==> src/rtl/mcdt_arbiter.sv <==
// Output arbiter for the mcdt block: grants one requesting channel at a time
// (round-robin or fixed priority), holds it for a burst, and registers the output.
module mcdt_arbiter #(
   parameter  int NCH = 3,
   parameter  int DW  = 32,
   parameter  int BLW = 4,
   localparam int IDW = (NCH > 1) ? $clog2(NCH) : 1
) (
   input  logic              clk_i,
   input  logic              rst_i,
   input  logic [NCH-1:0]    req_i,
   input  logic [NCH*DW-1:0] data_i,
   output logic [NCH-1:0]    ack_o,
   input  logic [NCH-1:0]    en_i,
   input  logic              mode_i,
   input  logic [BLW-1:0]    burst_len_i,
   input  logic              out_rdy_i,
   output logic [DW-1:0]     mcdt_data_o,
   output logic              mcdt_val_o,
   output logic [IDW-1:0]    mcdt_id_o
);

   typedef enum logic {IDLE, BURST} state_t;

   state_t           r_state;
   state_t           w_nextState;
   logic [IDW-1:0]   r_grant;
   logic [IDW-1:0]   r_rrPtr;
   logic [BLW-1:0]   r_blen;
   logic [BLW-1:0]   r_beatCnt;

   logic [NCH-1:0]   w_elig;
   logic             w_loadOk;
   logic [IDW-1:0]   w_winLo;
   logic [IDW-1:0]   w_winHi;
   logic             w_foundHi;
   logic [IDW-1:0]   w_winner;
   logic             w_grantElig;
   logic [DW-1:0]    w_grantData;
   logic             w_ack;
   logic             w_lastBeat;
   logic             w_exit;

   assign w_elig     = req_i & en_i;
   assign w_loadOk   = !mcdt_val_o || out_rdy_i;
   assign w_lastBeat = (r_beatCnt == (r_blen - BLW'(1)));
   assign w_ack      = (r_state == BURST) && w_grantElig && w_loadOk && !rst_i;
   assign w_exit     = (r_state == BURST) && (!w_grantElig || (w_ack && w_lastBeat));

   // Round-robin takes the lowest eligible index above rr_ptr, else wraps to the lowest overall
   always_comb begin
      w_winLo   = '0;
      w_winHi   = '0;
      w_foundHi = 1'b0;
      for (int i = NCH - 1; i >= 0; i--) begin
         if (w_elig[i]) begin
            w_winLo = IDW'(i);
            if (IDW'(i) > r_rrPtr) begin
               w_winHi   = IDW'(i);
               w_foundHi = 1'b1;
            end
         end
      end
      w_winner = (mode_i || !w_foundHi) ? w_winLo : w_winHi;
   end

   always_comb begin
      w_grantElig = 1'b0;
      w_grantData = '0;
      for (int i = 0; i < NCH; i++) begin
         if (r_grant == IDW'(i)) begin
            w_grantElig = w_elig[i];
            w_grantData = data_i[i*DW +: DW];
         end
      end
   end

   always_ff @(posedge clk_i) begin
      if (rst_i) begin
         r_state <= IDLE;
      end else begin
         r_state <= w_nextState;
      end
   end

   always_comb begin
      w_nextState = r_state;
      case (r_state)
         IDLE:    if (w_elig != '0) w_nextState = BURST;
         BURST:   if (w_exit) w_nextState = IDLE;
         default: w_nextState = IDLE;
      endcase
   end

   always_comb begin
      ack_o = '0;
      for (int i = 0; i < NCH; i++) begin
         if (w_ack && (r_grant == IDW'(i))) ack_o[i] = 1'b1;
      end
   end

   // Burst bookkeeping and the output register; data/id hold whenever no new beat lands
   always_ff @(posedge clk_i) begin
      if (rst_i) begin
         r_grant     <= '0;
         r_blen      <= BLW'(1);
         r_beatCnt   <= '0;
         r_rrPtr     <= IDW'(NCH - 1);
         mcdt_data_o <= '0;
         mcdt_val_o  <= 1'b0;
         mcdt_id_o   <= '0;
      end else begin
         if ((r_state == IDLE) && (w_elig != '0)) begin
            r_grant   <= w_winner;
            r_blen    <= (burst_len_i == '0) ? BLW'(1) : burst_len_i;
            r_beatCnt <= '0;
         end
         if (w_ack) begin
            r_beatCnt <= r_beatCnt + BLW'(1);
         end
         if (w_exit) begin
            r_rrPtr <= r_grant;
         end
         if (w_ack) begin
            mcdt_data_o <= w_grantData;
            mcdt_id_o   <= r_grant;
            mcdt_val_o  <= 1'b1;
         end else if (out_rdy_i) begin
            mcdt_val_o  <= 1'b0;
         end
      end
   end

endmodule
==> config.mk <==
export PLATFORM = sky130hd
export DESIGN_NAME = mcdt_arbiter
export DESIGN_NICKNAME = d
export VERILOG_FILES = /design/src/rtl/mcdt_arbiter.sv
export SDC_FILE = /design/constraint.sdc
export NUM_CORES = 1
export LEC_CHECK = 0
export CORE_MARGIN = 4
export CORE_UTILIZATION = 43
export CTS_CLUSTER_DIAMETER = 200
export DETAILED_ROUTE_END_ITERATION = 6
export MAX_ROUTING_LAYER = met4
export PLACE_DENSITY = 0.86
export SLEW_MARGIN = 25
export SYNTH_ARGS = -nofsm -noshare
export SYNTH_HDL_FRONTEND = slang
export SYNTH_SLANG_ARGS = --single-unit
==> constraint.sdc <==
create_clock -name clk_i -period 2.37 [get_ports clk_i]
set_input_delay 0.474 -clock clk_i [delete_from_list [all_inputs] [get_ports clk_i]]
set_output_delay 0.474 -clock clk_i [all_outputs]
set_load 0.005 [all_outputs]
### Word level (Yosys, flattened, before mapping)

Index checks and enable logic that the tools add are counted.

| word-level totals | value |
|---|---|
| input bits | 110 |
| bits in registers | 48 |
| word-level logic and storage cells | 72 |
| output and inout port bits | 38 |

| operators by class | value |
|---|---|
| equal/unequal tests | 3 |
| bitwise logic cells | 2 |
| reductions and logical operators | 21 |
| $lt $le $gt $ge | 3 |
| add/subtract/negate cells | 2 |
| multiplexer cells | 33 |

Operator list:

| kind | number |
|---|---|
| $mux W32 | 3 |
| $mux W2 | 10 |
| $mux W1 | 16 |
| $mux W4 | 3 |
| $logic_and A1 B1 Y1 | 9 |
| $add A4 B1 Y4 const B | 1 |
| $eq A4 B4 Y1 | 1 |
| $gt A1 B2 Y1 const A | 2 |
| $logic_not A1 Y1 | 4 |
| $logic_not A4 Y1 | 1 |
| $reduce_bool A2 Y1 | 2 |
| $sub A4 B1 Y4 const B | 1 |
| $and A3 B3 Y3 | 1 |
| $logic_or A1 B1 Y1 | 3 |
| $reduce_bool A3 Y1 | 1 |
| $eq A2 B1 Y1 const B | 1 |
| $eq A2 B2 Y1 const B | 1 |
| $gt A2 B2 Y1 const A | 1 |
| $logic_not A2 Y1 | 1 |
| $pmux W1 S2 | 1 |
| $not A1 Y1 | 1 |

### Depth between registers and ports, before layout

Gate-level depths: netlist of run 1.

| depth | value |
|---|---|
| depth after elaboration | 12 |
| depth in mapped cells | 7 |
| depth with buffers taken out | 6 |

### Worst setup path after synthesis of run 1

Ideal clock, no wire load.

| timing path | value |
|---|---|
| path type | input to output |
| start point | in rst_i |
| end point | out ack_o[0] |
| stages | 6 |
| buffers on the path | 2 |
| arrival time | 1,291 ps |
| path slack | 605 ps |
| data required time | 1,896 ps |
| cells stage by stage | buf_2 nor2b_2 and2_1 buf_4 nand2_2 nor3_1 |

| on the way | value |
|---|---|
| word-level cells in the longest chain between the ends | 4 |

Ends and longest elaborated chain:

| item | RTL line | RTL |
|---|---|---|
| from (decl) | 10 | `input logic rst_i,` |
| $logic_not A1 Y1 | 47 | `assign w_ack = (r_state == BURST) && w_grantElig && w_loadOk && !rst_i;` |
| $logic_and A1 B1 Y1 | 47 |  |
| $logic_and A1 B1 Y1 | 98 | `if (w_ack && (r_grant == IDW'(i))) ack_o[i] = 1'b1;` |
| $mux W1 | 98 |  |
| to (decl) | 13 | `output logic [NCH-1:0] ack_o,` |

Every way passes these cells.

### Worst setup path in the final report of run 1

| timing path | value |
|---|---|
| start point | in out_rdy_i |
| end point | out ack_o[2] |

| on the way | value |
|---|---|
| word-level cells in the longest chain between the ends | 5 |

Ends and longest elaborated chain:

| item | RTL line | RTL |
|---|---|---|
| from (decl) | 17 | `input logic out_rdy_i,` |
| $logic_or A1 B1 Y1 | 45 | `assign w_loadOk = !mcdt_val_o \|\| out_rdy_i;` |
| $logic_and A1 B1 Y1 (2 in a row) | 47 |  |
| $logic_and A1 B1 Y1 | 98 |  |
| $mux W1 | 98 |  |

Every way passes these cells.

==> flow_summary.html, run 1 <==
<table>
<tr><th>Metric</th><th>Value</th></tr>
<tr><th colspan="2">Layout</th></tr>
<tr><td>Layout cell share with drive strength beyond 1</td><td>15.0%</td></tr>
<tr><td>Area growth from synthesis to layout</td><td>59.6%</td></tr>
<tr><td>Multi-input combinational cell area</td><td>1710 um^2</td></tr>
<tr><td>Sequential cell area</td><td>962 um^2</td></tr>
<tr><td>Antenna diode count</td><td>0</td></tr>
<tr><td>Final standard cell area without fillers</td><td>4580 um^2</td></tr>
<tr><td>Fill cell total of the finished layout</td><td>493</td></tr>
<tr><td>Net count of the finished layout</td><td>586</td></tr>
<tr><th colspan="2">Power</th></tr>
<tr><td>Total leakage power</td><td>0.00164 uW</td></tr>
<tr><td>Areal power density over the cells</td><td>474 nW/um^2</td></tr>
<tr><td>Peak VDD IR</td><td>326 uV</td></tr>
<tr><td>Total power</td><td>2170 uW</td></tr>
<tr><th colspan="2">Global route</th></tr>
<tr><td>Global-route wire length before repair</td><td>14,700 um</td></tr>
<tr><td>Overflow after GRT</td><td>0</td></tr>
<tr><td>Total Routing Usage GR</td><td>23.8%</td></tr>
<tr><td>Pin count of the biggest net entering global routing</td><td>45</td></tr>
<tr><td>Antenna violations before repair</td><td>0</td></tr>
<tr><td>Via count of the first global-routing pass</td><td>3,021</td></tr>
<tr><th colspan="2">Logic synthesis</th></tr>
<tr><td>Avg Cell Area, Syn</td><td>8.77 um^2</td></tr>
<tr><td>Post-synthesis async set-or-reset flop share</td><td>0%</td></tr>
<tr><td>Post-synth net total</td><td>439</td></tr>
<tr><td>Cell variety after synth</td><td>42</td></tr>
<tr><td>Most used flip-flop cell after synthesis</td><td>dfxtp_1</td></tr>
<tr><td>Warnings from Yosys</td><td>0</td></tr>
<tr><td>Main area contributors after synthesis</td><td>dfxtp_1, a211oi_2, a21oi_1</td></tr>
<tr><td>Number of synthesized register bits</td><td>48</td></tr>
<tr><td>Cell area after synthesis</td><td>2870 um^2</td></tr>
<tr><td>EDFF count, synth</td><td>0</td></tr>
<tr><td>Synthesized instance count</td><td>327</td></tr>
<tr><td>Register area share after synthesis</td><td>33.5%</td></tr>
<tr><td>Commonest cells in the netlist</td><td>a21oi_1, dfxtp_1, nor2_1, mux2i_1, a211oi_2</td></tr>
<tr><td>Portion of synthesized cell area occupied by the leading cell type</td><td>33.5%</td></tr>
<tr><td>Largest area contributor in the netlist</td><td>dfxtp_1</td></tr>
<tr><td>Dominant cell by count in the synthesized netlist</td><td>a21oi_1</td></tr>
<tr><th colspan="2">STA</th></tr>
<tr><td>Final setup fails</td><td>0</td></tr>
<tr><td>Tightest Pin Transition</td><td>0.643 ns</td></tr>
<tr><td>Worst slew margin relative to its limit</td><td>57.1%</td></tr>
<tr><td>Maximum achievable frequency</td><td>0.462 GHz</td></tr>
<tr><td>Final period utilization</td><td>91.3%</td></tr>
<tr><td>Clock Skews</td><td>0.00454 ns</td></tr>
<tr><td>Setup repair after global routing missed its margin</td><td>false</td></tr>
<tr><td>Count of pins over their slew limit</td><td>0</td></tr>
<tr><td>Final Hold Fails</td><td>0</td></tr>
<tr><td>Post-layout min period</td><td>2.16 ns</td></tr>
<tr><th colspan="2">Route</th></tr>
<tr><td>DRC marker count from the first detailed-route iteration</td><td>174</td></tr>
<tr><td>Wirelength per Cell</td><td>17.4 um</td></tr>
<tr><td>Via count</td><td>3,013</td></tr>
<tr><td>Count of unresolved DRC violations after routing</td><td>0</td></tr>
<tr><td>Via count normalized by instance count</td><td>5.47</td></tr>
<tr><td>Number of detailed-routing iterations run before antenna repair</td><td>5</td></tr>
<tr><td>ANT nets after route</td><td>0</td></tr>
<tr><td>Wire length after detailed routing</td><td>9590 um</td></tr>
<tr><th colspan="2">Placed design</th></tr>
<tr><td>Post-detail-place hpwl</td><td>7240 um</td></tr>
<tr><td>Final weighted congestion of routability-driven global placement</td><td>0.791</td></tr>
<tr><td>Count of port buffers added during placement</td><td>147</td></tr>
<tr><td>Placed Area</td><td>4400 um^2</td></tr>
<tr><th colspan="2">Floorplan</th></tr>
<tr><td>IO Pins</td><td>148</td></tr>
<tr><td>Std-Cell Rows</td><td>29</td></tr>
<tr><td>Die Wd</td><td>89.7 um</td></tr>
<tr><td>Core region area</td><td>6420 um^2</td></tr>
<tr><td>Die Height</td><td>89.7 um</td></tr>
<tr><td>Die area</td><td>8040 um^2</td></tr>
<tr><td>Effective utilization at floorplan</td><td>44.7%</td></tr>
<tr><th colspan="2">Clock tree</th></tr>
<tr><td>Clock latency reported for the late side of the worst-skew pair</td><td>0.30 ns</td></tr>
<tr><td>Clock slew at reported path FFs</td><td>0.08 ns</td></tr>
<tr><td>TritonCTS clock tree</td><td>built</td></tr>
<tr><td>Clock H-tree levels</td><td>2</td></tr>
<tr><td>Max clock buf depth</td><td>2</td></tr>
<tr><td>Clk sinks</td><td>48</td></tr>
<tr><td>Root buffer selected by CTS</td><td>clkbuf_8</td></tr>
<tr><td>Post-cts hold buffer count</td><td>0</td></tr>
<tr><td>TritonCTS Buffers</td><td>5</td></tr>
<tr><th colspan="2">Critical path</th></tr>
<tr><td>Critical Path AT</td><td>1.69 ns</td></tr>
<tr><td>CP bufs+invs</td><td>3</td></tr>
<tr><td>Crit path launch</td><td>out_rdy_i</td></tr>
<tr><td>Critical path required time</td><td>1.90 ns</td></tr>
<tr><td>Type of element capturing the critical path</td><td>primary output</td></tr>
<tr><td>Startpoint type of the worst setup path</td><td>input pin</td></tr>
<tr><td>Worst Path Class, Setup</td><td>input pin to primary output</td></tr>
<tr><td>Source of the worst register-to-register timing path</td><td>r_grant[0]</td></tr>
<tr><td>Delay-heaviest family, CP</td><td>buffers and inverters</td></tr>
<tr><td>Cell with the largest stage delay on the worst path</td><td>clkdlybuf4s50_1</td></tr>
<tr><td>Max stage delay on crit path</td><td>0.46 ns</td></tr>
<tr><td>Crit-path cells</td><td>clkdlybuf4s50_1 -&gt; nand2b_1 -&gt; and2_2 -&gt; nand3_1 -&gt; inv_1 -&gt; clkdlybuf4s15_1</td></tr>
<tr><td>Largest fanout on the critical path</td><td>6</td></tr>
<tr><th colspan="2">Job</th></tr>
<tr><td>Max_cap viols</td><td>0</td></tr>
<tr><th colspan="2">Status</th></tr>
<tr><td>Run status</td><td>finished clean</td></tr>
<tr><th colspan="2">Min path</th></tr>
<tr><td>Min-delay worst type</td><td>register to register</td></tr>
<tr><td>Hold path startpoint</td><td>mcdt_id_o[1]</td></tr>
</table>
## final timing paths
check | end | slack, ns | depth (start not counted)
max reg2reg | mcdt_data_o[9] | 0.40 | 5
min | mcdt_id_o[1] | 0.48 | 2
min reg2reg | mcdt_id_o[1] | 0.48 | 2
max | ack_o[2] | 0.21 | 6
## layout by cell type (no fill, tap or decap), types with 3 or more instances in the layout
master and instances:
clkdlybuf4s50_1 137, a21oi_1 71, dfxtp_1 47, nor2_1 39
mux2i_1 35, a211oi_2 29, buf_4 21, nand2_1 9
nand3_1 6, inv_1 6, clkbuf_8 5, dlymetal6s2s_1 5
xnor2_1 4, nand2b_1 3, nand4b_1 3, nand4_1 3
o21ai_0 3, o211ai_1 3, a211oi_1 3
## power by group
| part | switching, uW | internal [uW] | leakage, uW |
|---|---|---|---|
| logic | 280 | 342 | 0.00119 |
| registers | 27.0 | 842 | 0.000390 |
| clock network | 265 | 415 | 0.0000642 |
## what timing repair did
| item | 4_1_cts | 5_1_grt |
|---|---|---|
| resized for setup | 10 | 10 |
| endpoints found under the setup margin | 3 | 3 |
| pin swaps | 4 | 4 |
| setup buffers | 1 | 2 |
## flip-flops by register name, indices dropped and copies added (netlist names)
signal / count
mcdt_val_o: 1
r_blen: 4
r_state: 1
r_beatCnt: 4
mcdt_data_o: 32
r_rrPtr: 2
mcdt_id_o: 2
r_grant: 2
## tightest hold or removal path: cells and delay by family (launching register included)
kind               cells  cell delay (ns)
AOI/OAI and AO/OA      2             0.13
DFF                    1             0.32
## layer usage
layer / wire, um / part of all wire, % / vias to the layer above / global-route usage [%]
met3: 955 / 10 / 13 / 5.02
met4: 144 / 1.5 / 0 / 5.68
met5: 0 / 0 / - / -
li1: - / - / 1487 / -
met2: 4740 / 49 / 135 / 42.2
met1: 3750 / 39 / 1378 / 27.5
## through the flow
| stage | worst slack [ns] | std cells | hold slack, ns | util (%) | setup TNS [ns] |
|---|---|---|---|---|---|
| CTS | 0.0148 | 549 | 0.481 | 70.9 | 0 |
| finish | 0.206 | 551 | 0.483 | 71.3 | 0 |
| floorplan | 0.605 | 327 | 0.470 | - | 0 |
| global placement | -0.255 | 541 | 0.467 | 68.6 | -0.720 |
| detailed placement | -0.292 | 541 | 0.468 | 68.6 | -0.810 |
| global route | 0.0697 | 551 | 0.509 | 71.3 | 0 |
## cell type report
class | count | share of cell area (%)
Multi-Input combinational cell | 243 | 37.4
Timing Repair Buffer | 170 | 36.2
Sequential cell | 48 | 21.0
Tap cell | 77 | 2.10
Clock buffer | 5 | 1.50
Clock inverter | 2 | 1.31
Inverter | 6 | 0.492
## logic make-up (layout without fill, tap and decap cells)
kind of cell	after synthesis	in the layout	synth area share [%]
AOI/OAI and AO/OA	119	119	30.0
xor gates and xnor gates	6	6	1.83
adders and majority gates	2	2	0.872
buffers and inverters	36	183	7.54
DFF	48	48	33.5
muxes	35	35	12.2
and+or+nand+nor	81	81	14.0
Power figures use the tool's default switching activity.
==> run 2: changes to the inputs <==
- CORE_UTILIZATION: 43 -> 40
- PLACE_DENSITY: 0.86 -> 0.81
- clock period: 2.37 -> 2.1 ns (I/O delays scaled with it)
==> flow_summary.html, run 2 (synthesized netlist as in run 1, its figures left out) <==
<table>
<tr><th>Metric</th><th>Value</th></tr>
<tr><th colspan="2">Status</th></tr>
<tr><td>Run status</td><td>finished clean</td></tr>
<tr><th colspan="2">Clock tree</th></tr>
<tr><td>Clk sinks</td><td>48 (unchanged)</td></tr>
<tr><td>Max clock buf depth</td><td>2 (unchanged)</td></tr>
<tr><td>TritonCTS Buffers</td><td>5 (unchanged)</td></tr>
<tr><td>Clock slew at reported path FFs</td><td>0.09 ns (about the same)</td></tr>
<tr><td>Clock H-tree levels</td><td>2 (unchanged)</td></tr>
<tr><td>Root buffer selected by CTS</td><td>clkbuf_8</td></tr>
<tr><td>TritonCTS clock tree</td><td>built</td></tr>
<tr><td>Clock latency reported for the late side of the worst-skew pair</td><td>0.29 ns (about the same)</td></tr>
<tr><th colspan="2">STA</th></tr>
<tr><td>Final period utilization</td><td>93.7%</td></tr>
<tr><td>Tightest Pin Transition</td><td>0.643 ns (-0.000917 ns)</td></tr>
<tr><td>Final setup fails</td><td>0 (unchanged)</td></tr>
<tr><td>Final Hold Fails</td><td>0 (unchanged)</td></tr>
<tr><td>Post-layout min period</td><td>1.97 ns</td></tr>
<tr><td>Post-route setup TNS</td><td>0 ns (unchanged)</td></tr>
<tr><td>Setup ws final</td><td>0.133 ns (-0.0729 ns)</td></tr>
<tr><td>Maximum achievable frequency</td><td>0.508 GHz</td></tr>
<tr><td>Worst slew margin relative to its limit</td><td>57.2% (+0.061 points)</td></tr>
<tr><td>Setup repair after global routing missed its margin</td><td>false</td></tr>
<tr><td>Count of pins over their slew limit</td><td>0 (unchanged)</td></tr>
<tr><td>Clock Skews</td><td>0.00890 ns (+0.00436 ns)</td></tr>
<tr><th colspan="2">Critical path</th></tr>
<tr><td>Type of element capturing the critical path</td><td>primary output</td></tr>
<tr><td>R2R cell count</td><td>10 (+5)</td></tr>
<tr><td>Largest fanout on the critical path</td><td>5 (-1)</td></tr>
<tr><td>Cell with the largest stage delay on the worst path</td><td>clkdlybuf4s50_1</td></tr>
<tr><td>CP bufs+invs</td><td>2 (-1)</td></tr>
<tr><td>Critical path required time</td><td>1.68 ns (-0.22 ns)</td></tr>
<tr><td>Critical Path AT</td><td>1.55 ns (-0.14 ns)</td></tr>
<tr><td>Crit-path cells</td><td>clkdlybuf4s50_1 -&gt; nand2b_1 -&gt; and2_2 -&gt; nand2_2 -&gt; nor3_2 -&gt; buf_2</td></tr>
<tr><td>Path length in cells of the critical path</td><td>6 (unchanged)</td></tr>
<tr><td>Delay-heaviest family, CP</td><td>buffers and inverters</td></tr>
<tr><td>Startpoint type of the worst setup path</td><td>input pin</td></tr>
<tr><td>Max stage delay on crit path</td><td>0.45 ns (about the same)</td></tr>
<tr><td>Worst Path Class, Setup</td><td>input pin to primary output</td></tr>
<tr><th colspan="2">Layout</th></tr>
<tr><td>Net count of the finished layout</td><td>594 (+1.4%)</td></tr>
<tr><td>Antenna diode count</td><td>0 (unchanged)</td></tr>
<tr><td>Top library cells by usage in the layout, fill and taps aside</td><td>clkdlybuf4s50_1, a21oi_1, dfxtp_1</td></tr>
<tr><td>Area growth from synthesis to layout</td><td>62.2%</td></tr>
<tr><td>Top register by number of flip-flops</td><td>mcdt_data_o</td></tr>
<tr><td>Leading cell type in the layout, fill and taps excluded</td><td>clkdlybuf4s50_1</td></tr>
<tr><td>Max FFs per register</td><td>32 (unchanged)</td></tr>
<tr><td>Layout cell share with drive strength beyond 1</td><td>17.0% (+2.0 points)</td></tr>
<tr><td>Largest registers</td><td>mcdt_data_o (32), r_beatCnt (4), r_blen (4)</td></tr>
<tr><th colspan="2">Global route</th></tr>
<tr><td>Via count of the first global-routing pass</td><td>3,063 (+1.4%)</td></tr>
<tr><td>Overflow after GRT</td><td>0 (unchanged)</td></tr>
<tr><td>Antenna violations before repair</td><td>0 (unchanged)</td></tr>
<tr><td>Global-route wire length before repair</td><td>15,500 um (+5.1%)</td></tr>
<tr><td>Pin count of the biggest net entering global routing</td><td>45 (unchanged)</td></tr>
<tr><td>Total Routing Usage GR</td><td>22.5% (-1.3 points)</td></tr>
<tr><th colspan="2">Placed design</th></tr>
<tr><td>Post-detail-place hpwl</td><td>7480 um (+3.4%)</td></tr>
<tr><td>Final weighted congestion of routability-driven global placement</td><td>0.855 (+8.0%)</td></tr>
<tr><td>Worst Setup Slack post-DPL</td><td>-0.483 ns (-0.191 ns)</td></tr>
<tr><td>Count of port buffers added during placement</td><td>147 (unchanged)</td></tr>
<tr><th colspan="2">Route</th></tr>
<tr><td>Count of unresolved DRC violations after routing</td><td>0 (unchanged)</td></tr>
<tr><td>Via count</td><td>3,090 (+2.6%)</td></tr>
<tr><td>Via count normalized by instance count</td><td>5.34 (-2.4%)</td></tr>
<tr><td>Wirelength per Cell</td><td>17.0 um (-2.1%)</td></tr>
<tr><td>Wire length after detailed routing</td><td>9870 um (+2.8%)</td></tr>
<tr><td>Number of detailed-routing iterations run before antenna repair</td><td>4 (-1)</td></tr>
<tr><td>ANT nets after route</td><td>0 (unchanged)</td></tr>
<tr><td>DRC marker count from the first detailed-route iteration</td><td>131 (-25%)</td></tr>
<tr><th colspan="2">Floorplan</th></tr>
<tr><td>Die Height</td><td>92.7 um (+3.4%)</td></tr>
<tr><td>Std-Cell Rows</td><td>30 (+3.4%)</td></tr>
<tr><td>Core region area</td><td>6870 um^2 (+7.0%)</td></tr>
<tr><td>Die Wd</td><td>92.7 um (+3.4%)</td></tr>
<tr><td>Die area</td><td>8590 um^2 (+6.8%)</td></tr>
<tr><td>Effective utilization at floorplan</td><td>41.8% (-2.9 points)</td></tr>
<tr><td>IO Pins</td><td>148 (unchanged)</td></tr>
<tr><th colspan="2">Power</th></tr>
<tr><td>Total leakage power</td><td>0.00167 uW (+1.6%)</td></tr>
<tr><td>Areal power density over the cells</td><td>505 nW/um^2 (+6.5%)</td></tr>
<tr><td>Peak VDD IR</td><td>278 uV (-15%)</td></tr>
<tr><th colspan="2">Min path</th></tr>
<tr><td>Min-delay worst type</td><td>register to register</td></tr>
<tr><td>Number of instances on the worst hold path</td><td>2 (unchanged)</td></tr>
<tr><th colspan="2">Job</th></tr>
<tr><td>Max_cap viols</td><td>0 (unchanged)</td></tr>
</table>
[run 2: report_power, final]
part | total [uW] | switching (uW) | leakage [uW] | internal [uW]
clock network | 647 | 294 | 0.0000552 | 354
logic | 726 | 327 | 0.00123 | 399
registers | 978 | 27.9 | 0.000390 | 950
[run 2: per-stage QoR]
stage / total power [uW] / cells / instance area (um^2) / util, % / hold WS [ns]
after floorplan: 1350 / 327 / 2870 / - / 0.470
after global placement: 1690 / 563 / 4460 / 65.0 / 0.470
after detailed placement: 1710 / 563 / 4460 / 65.0 / 0.481
after CTS: 2360 / 577 / 4630 / 67.5 / 0.494
after global routing: 2470 / 579 / 4650 / 67.8 / 0.515
final: 2350 / 579 / 4650 / 67.8 / 0.495
[run 2: worst register-to-register path, delay by kind of cell (launching register included)]
family          cells  cell delay, ns
buf+inv             6            0.84
simple gates        3            0.55
flops               1            0.34
compound gates      1            0.10
[run 2: what timing repair did]
item / 4_1_cts / 5_1_grt
pin swaps: 4 / 4
setup buffers: 6 / 2
resized for setup: 12 / 12
hold endpoints to repair: 0 / 0
hold buffers: 0 / 0
endpoints found under the setup margin: 3 / 42
[run 2: final timing paths]
kind                                   start              end  slack (ns)
worst max-delay path               out_rdy_i         ack_o[0]        0.13
worst min-delay path            mcdt_id_o[1]     mcdt_id_o[1]        0.49
worst max register to register    r_grant[0]  mcdt_data_o[18]        0.14
worst min register to register  mcdt_id_o[1]     mcdt_id_o[1]        0.49
[run 2: metal layers]
metal / part of all wire, % / vias up / GRT usage (%)
met1: 41 / 1445 / 26.2
met3: 8.4 / 15 / 4.96
met2: 49 / 127 / 39.9
met5: 0 / - / -
li1: - / 1503 / -
met4: 1.4 / 0 / 4.88
[run 2: layout make-up]
class | instances | area, um^2
clock buffer | 6 | 72.6
clock inverter | 2 | 35.0
fill | 591 | 2210
inverter | 6 | 22.5
multi-input combinational | 243 | 1720
sequential | 48 | 962
tap | 96 | 120
timing repair buffer | 178 | 1720
